**src/rtl/calc_pkg.sv**
```systemverilog
// Shared types and constants for the calculator operand-entry / add-subtract unit.
package calc_pkg;

    localparam int unsigned CALC_DIG_W = 4;

    typedef enum logic [1:0] {
        S_A,
        S_B,
        S_EXEC,
        S_RES
    } calc_state_t;

    typedef enum logic {
        OP_ADD,
        OP_SUB
    } calc_op_t;

endpackage

```
**src/rtl/calc_entry_reg.sv**
```systemverilog
// Hex-digit shift register with a saturating digit counter.
// Priority: clear > load > shift. Shift may combine with clear/load (applied on the cleared value).
module calc_entry_reg
    import calc_pkg::*;
#(
    parameter int unsigned NDIG = 2
) (
    input  logic                       clk_i,
    input  logic                       rst_ni,
    input  logic                       clr_i,
    input  logic                       load_i,
    input  logic [CALC_DIG_W*NDIG-1:0] load_val_i,
    input  logic                       shift_i,
    input  logic [CALC_DIG_W-1:0]      digit_i,
    output logic [CALC_DIG_W*NDIG-1:0] value_o,
    output logic [CALC_DIG_W*NDIG-1:0] value_next_o
);

    localparam int unsigned W    = CALC_DIG_W * NDIG;
    localparam int unsigned CntW = $clog2(NDIG + 1);

    logic [W-1:0]            value_q, value_d, base_val;
    logic [CntW-1:0]         cnt_q, cnt_d, base_cnt;
    logic [W+CALC_DIG_W-1:0] shifted;

    always_comb begin
        base_val = value_q;
        base_cnt = cnt_q;
        if (clr_i) begin
            base_val = '0;
            base_cnt = '0;
        end else if (load_i) begin
            base_val = load_val_i;
            base_cnt = '0;
        end
        shifted = {base_val, digit_i};
        value_d = base_val;
        cnt_d   = base_cnt;
        // Digits beyond NDIG are dropped without any indication.
        if (shift_i && (base_cnt < CntW'(NDIG))) begin
            value_d = shifted[W-1:0];
            cnt_d   = base_cnt + CntW'(1);
        end
    end

    always_ff @(posedge clk_i or negedge rst_ni) begin
        if (!rst_ni) begin
            value_q <= '0;
            cnt_q   <= '0;
        end else begin
            value_q <= value_d;
            cnt_q   <= cnt_d;
        end
    end

    assign value_o      = value_q;
    assign value_next_o = value_d;

endmodule

```
**src/rtl/calc_entry_alu.sv**
```systemverilog
// Operand entry FSM, add/subtract ALU and registered display outputs.
// Define CALC_SAT_EN for saturating results; otherwise results wrap modulo 2^W.
module calc_entry_alu
    import calc_pkg::*;
#(
    parameter int unsigned NDIG = 2
) (
    input  logic                       clk,
    input  logic                       rst_n,
    input  logic                       clr,
    input  logic                       key_valid,
    input  logic [CALC_DIG_W-1:0]      key_code,
    input  logic                       op_add,
    input  logic                       op_sub,
    input  logic                       eq,
    output logic [CALC_DIG_W*NDIG-1:0] disp,
    output logic                       res_valid,
    output logic                       carry,
    output logic                       err
);

    localparam int unsigned W = CALC_DIG_W * NDIG;

    calc_state_t state_q, state_d;
    calc_op_t    op_q, op_d;
    logic [W-1:0] res_q, res_d, disp_q, disp_d;
    logic         carry_q, carry_d, res_valid_q, res_valid_d, err_q, err_d;

    logic         a_clr, a_load, a_shift, b_clr, b_shift;
    logic [W-1:0] a_val, a_next, b_val, b_next;
    logic [W:0]   sum_w, diff_w;
    logic [W-1:0] alu_res;
    logic         alu_carry;

    calc_entry_reg #(.NDIG(NDIG)) u_reg_a (
        .clk_i        (clk),
        .rst_ni       (rst_n),
        .clr_i        (a_clr),
        .load_i       (a_load),
        .load_val_i   (res_q),
        .shift_i      (a_shift),
        .digit_i      (key_code),
        .value_o      (a_val),
        .value_next_o (a_next)
    );

    calc_entry_reg #(.NDIG(NDIG)) u_reg_b (
        .clk_i        (clk),
        .rst_ni       (rst_n),
        .clr_i        (b_clr),
        .load_i       (1'b0),
        .load_val_i   ('0),
        .shift_i      (b_shift),
        .digit_i      (key_code),
        .value_o      (b_val),
        .value_next_o (b_next)
    );

    assign sum_w  = {1'b0, a_val} + {1'b0, b_val};
    assign diff_w = {1'b0, a_val} - {1'b0, b_val};

    always_comb begin
        if (op_q == OP_ADD) begin
            alu_carry = sum_w[W];
            alu_res   = sum_w[W-1:0];
        end else begin
            alu_carry = diff_w[W];  // borrow out equals A < B
            alu_res   = diff_w[W-1:0];
        end
`ifdef CALC_SAT_EN
        if (alu_carry) begin
            alu_res = (op_q == OP_ADD) ? '1 : '0;
        end
`endif
    end

    always_comb begin
        state_d     = state_q;
        op_d        = op_q;
        res_d       = res_q;
        carry_d     = carry_q;
        res_valid_d = res_valid_q;
        err_d       = 1'b0;
        a_clr       = 1'b0;
        a_load      = 1'b0;
        a_shift     = 1'b0;
        b_clr       = 1'b0;
        b_shift     = 1'b0;
        if (clr) begin
            state_d     = S_A;
            op_d        = OP_ADD;
            res_d       = '0;
            carry_d     = 1'b0;
            res_valid_d = 1'b0;
            a_clr       = 1'b1;
            b_clr       = 1'b1;
        end else begin
            unique case (state_q)
                S_A: begin
                    if (eq) begin
                        err_d = 1'b1;
                    end else if (op_add || op_sub) begin
                        op_d    = op_add ? OP_ADD : OP_SUB;
                        b_clr   = 1'b1;
                        state_d = S_B;
                    end else if (key_valid) begin
                        a_shift = 1'b1;
                    end
                end
                S_B: begin
                    if (eq) begin
                        state_d = S_EXEC;
                    end else if (op_add || op_sub) begin
                        op_d = op_add ? OP_ADD : OP_SUB;
                    end else if (key_valid) begin
                        b_shift = 1'b1;
                    end
                end
                S_EXEC: begin
                    err_d       = eq || op_add || op_sub;
                    res_d       = alu_res;
                    carry_d     = alu_carry;
                    res_valid_d = 1'b1;
                    state_d     = S_RES;
                end
                S_RES: begin
                    if (eq) begin
                        err_d = 1'b1;
                    end else if (op_add || op_sub) begin
                        a_load      = 1'b1;
                        op_d        = op_add ? OP_ADD : OP_SUB;
                        b_clr       = 1'b1;
                        res_valid_d = 1'b0;
                        state_d     = S_B;
                    end else if (key_valid) begin
                        a_clr       = 1'b1;
                        a_shift     = 1'b1;
                        res_valid_d = 1'b0;
                        state_d     = S_A;
                    end
                end
                default: state_d = S_A;
            endcase
        end
    end

    // Display follows the state being entered so it updates in the same cycle as the data.
    always_comb begin
        disp_d = disp_q;
        unique case (state_d)
            S_A:     disp_d = a_next;
            S_B:     disp_d = b_next;
            S_EXEC:  disp_d = disp_q;
            S_RES:   disp_d = res_d;
            default: disp_d = disp_q;
        endcase
    end

    always_ff @(posedge clk or negedge rst_n) begin
        if (!rst_n) begin
            state_q     <= S_A;
            op_q        <= OP_ADD;
            res_q       <= '0;
            disp_q      <= '0;
            carry_q     <= 1'b0;
            res_valid_q <= 1'b0;
            err_q       <= 1'b0;
        end else begin
            state_q     <= state_d;
            op_q        <= op_d;
            res_q       <= res_d;
            disp_q      <= disp_d;
            carry_q     <= carry_d;
            res_valid_q <= res_valid_d;
            err_q       <= err_d;
        end
    end

    assign disp      = disp_q;
    assign res_valid = res_valid_q;
    assign carry     = carry_q;
    assign err       = err_q;

endmodule

```
**config.mk**
```make
export PLATFORM = sky130hd
export DESIGN_NAME = calc_entry_alu
export DESIGN_NICKNAME = d
export VERILOG_FILES = /design/src/rtl/calc_pkg.sv /design/src/rtl/calc_entry_reg.sv /design/src/rtl/calc_entry_alu.sv
export SDC_FILE = /design/constraint.sdc
export NUM_CORES = 1
export LEC_CHECK = 0
export ABC_AREA = 1
export CORE_MARGIN = 2
export CORE_UTILIZATION = 55
export DETAILED_ROUTE_END_ITERATION = 10
export PLACE_DENSITY = 0.74
export SLEW_MARGIN = 20
export SYNTH_ARGS = -nofsm -noshare
export SYNTH_HDL_FRONTEND = slang
export SYNTH_SLANG_ARGS = --single-unit
```
**constraint.sdc**
```tcl
create_clock -name clk -period 2.5 [get_ports clk]
set_input_delay 0.625 -clock clk [delete_from_list [all_inputs] [get_ports clk]]
set_output_delay 0.625 -clock clk [all_outputs]
set_load 0.005 [all_outputs]
```
==> impl_metrics.py <==
metrics = {
    "run_status": {
        "outcome": "completed",
    },
    "clock_network": {
        "clk_pin_slew_ns": 0.07,
        "post_cts_buffers": 0,
        "clock_path_buffers": 2,
        "numCtsBuffers": 5,
        "clkLatencyLatePin_ns": 0.29,
        "htree_num_levels": 2,
        "cts_num_sinks": 42,
        "ctsHoldBuffers": 0,
        "root_buffer": "clkbuf_8",
        "post_cts_resized": 0,
        "cts_tree": "yes",
    },
    "pwr": {
        "comb_power_share_pct": 37.7,
        "finalPower_mw": 1.96,
        "internal-power_mw": 1.25,
        "p_clk_share_pct": 21.0,
        "swShare_pct": 36.2,
        "p_leak_nw": 1.89,
        "vdd_ir_drop_max_mv": 0.484,
        "p_seq_share_pct": 41.3,
        "p_per_area_nw_per_um2": 580,
        "power.switching_uw": 711,
    },
    "floorplan": {
        "num_rows": 26,
        "die_width_um": 77.4,
        "core-area_um2": 5140,
        "initial_core_util_pct": 57.7,
        "num_io_pins": 22,
        "dieHeight_um": 77.4,
        "dieArea_um2": 5990,
    },
    "layout": {
        "fin_nets": 481,
        "diodes": 0,
        "fillers": 509,
        "fin_cells": 518,
        "area_growth_pct": 14.1,
        "drive_gt1_share_pct": 10.9,
    },
    "synthesis": {
        "synth_warnings": 0,
        "synth_top_area_share_pct": 35.5,
        "synth.most_common_cell": "nand2_1",
        "synth_area_um2": 2960,
        "netlist_top_cells_count": "nand2_1, inv_1, dfrtp_1",
        "ys_seq_elements": 42,
        "synth.area.top_cells": "dfrtp_1, nand2_1, ha_1, nand3_1, inv_1",
        "async_flop_share_pct": 100,
        "syn_inst": 414,
        "synth_nets": 447,
        "ys_seq_area_share_pct": 35.5,
        "synth_edf_count": 0,
        "synth_ff_type": "dfrtp_1",
        "yosysTopAreaCell": "dfrtp_1",
        "synth.distinct_cells": 34,
        "avgSynthCellArea_um2": 7.16,
    },
    "place": {
        "port_buffers": 21,
        "dpl.hpwl_mm": 5.72,
        "placed_cells": 511,
        "routabilityCongestion": 0.901,
        "pre_cts_slack_ns": -0.0449,
    },
    "timing": {
        "fmax_mhz": 444,
        "tightest_slew_ns": 0.536,
        "skew_ns": 0.00403,
        "rsz0062_at_grt": "no",
        "setup_viol": 0,
        "setup_tns_ns": 0,
        "final.setup.worst_slack_ns": 0.248,
        "timing.final.crit_share_pct": 90.1,
        "finalMaxSlewViolations": 0,
        "final.min_clock_period_ns": 2.25,
        "slew_headroom_pct": 63.3,
        "finalHoldViolCount": 0,
    },
    "setup_path": {
        "slowest_delay_ns": 0.43,
        "crit_type": "input port to flop",
        "cp_slowest_cell": "clkdlybuf4s50_1",
        "cp_max_fo": 14,
        "cp_top_family": "simple AND/OR/NAND/NOR gates",
        "crit_buf_inv": 2,
        "crit_top_cell": "nand2_1",
        "r2r_slack_ns": 0.42,
        "crit_chain": "clkdlybuf4s50_1, buf_4, nor2_4, nand2_1, nand2_1, nand2_1, nand2_1, nand2_2, nor2_2, a21boi_1, nor2_1, nor2_1",
        "startpoint_type": "input port",
        "end_kind": "flop",
        "arrival_ns": 2.48,
        "crit_required_ns": 2.72,
    },
    "job": {
        "cap_viol_max_count": 0,
    },
    "global_route": {
        "grt-ovfl-total": 0,
        "grt_pass1_vias": 2529,
        "grt_util_all_layers_pct": 25.7,
        "antenna_found_initial": 0,
        "grt_first_pass_wirelength_mm": 12.1,
        "grt_max_degree": 27,
    },
    "route": {
        "first_pass_iters": 4,
        "routedWlPerCell_um": 13.5,
        "drt_iter0_drc": 140,
        "drt-total-wl_mm": 6.99,
        "ant_nets": 0,
        "vias": 2637,
        "avgViaCountPerCell": 5.09,
        "drc": 0,
    },
    "worst_hold_path": {
        "hold_path.class": "input port to asynchronous set/reset pin",
    },
}
==> registers in the layout, summed over array words and instances, names as in the netlist <==
register and count:
disp 8, state_q 2, u_reg_b.value_o 8, res_q 8, u_reg_b.cnt_q 2, err 1
u_reg_a.value_o 8, res_valid 1, op_q 1, carry 1, u_reg_a.cnt_q 2
==> logic make-up after synthesis <==
| kind of cell | count (synthesis) | synth area share, % |
|---|---|---|
| simple gates | 232 | 34.5 |
| buf+inv | 63 | 9.12 |
| compound gates | 53 | 10.6 |
| fa+ha+maj | 22 | 9.79 |
| xor+xnor | 2 | 0.591 |
| flops | 42 | 35.5 |
==> power by group through the flow <==
stage	Combinational (mW)	Clock, mW	Sequential (mW)
final	0.739	0.413	0.810
after global routing	0.833	0.444	0.819
after CTS	0.738	0.421	0.811
after detailed placement	0.733	0	0.822
after global placement	0.732	0	0.822
after floorplan	0.468	0	0.812
==> layer usage <==
| layer | global-route usage, % | wire, µm | vias up |
|---|---|---|---|
| li1 | - | - | 1384 |
| met3 | 3.95 | 397 | 10 |
| met5 | 0 | 0 | - |
| met2 | 37.5 | 2970 | 81 |
| met1 | 39.4 | 3490 | 1162 |
| met4 | 7.86 | 135 | 0 |
==> layout by cell type, fill, tap and decap left out, types with 3 or more instances in the layout <==
cell type / netlist / final
nand3_1: 39 / 39
o21a_1: 3 / 3
o21ai_0: 12 / 12
nand2_1: 134 / 134
a21oi_1: 15 / 15
clkbuf_8: 0 / 5
nand3_2: 4 / 4
ha_1: 20 / 20
nor2_1: 34 / 34
nand4_1: 4 / 4
inv_2: 4 / 4
nor2_2: 4 / 4
inv_1: 49 / 49
o21ai_1: 13 / 13
nand2_2: 6 / 6
nor2_4: 3 / 3
clkdlybuf4s50_1: 0 / 20
buf_4: 1 / 15
dfrtp_1: 42 / 42
==> metrics by stage <==
step,cell area (µm²),hold WS (ns),util (%)
floorplan,2960,0.329,-
global route,3380,0.358,65.8
finish,3380,0.321,65.8
CTS,3380,0.332,65.8
detailed placement,3300,0.469,64.3
global placement,3300,0.467,64.3
==> area by class of cell <==
type                            instances  area (µm²)  area share (%)
Inverter                               54         205            6.07
Timing Repair Buffer                   36         318            9.40
Tap cell                               70        87.6            2.59
Clock buffer                            7        76.3            2.26
Multi-Input combinational cell        309        1640            48.6
Sequential cell                        42        1050            31.1
==> final timing paths <==
kind	cells after the start	end	startpoint
max reg2reg	15	disp[4]	u_reg_a.value_o[0]
max	12	disp[5]	eq
min	1	res_valid	rst_n
min reg2reg	2	disp[4]	disp[4]
max in group asynchronous	2	res_q[4]	rst_n
min in group clk	2	disp[4]	disp[4]
(Power assumes the default switching activity.)
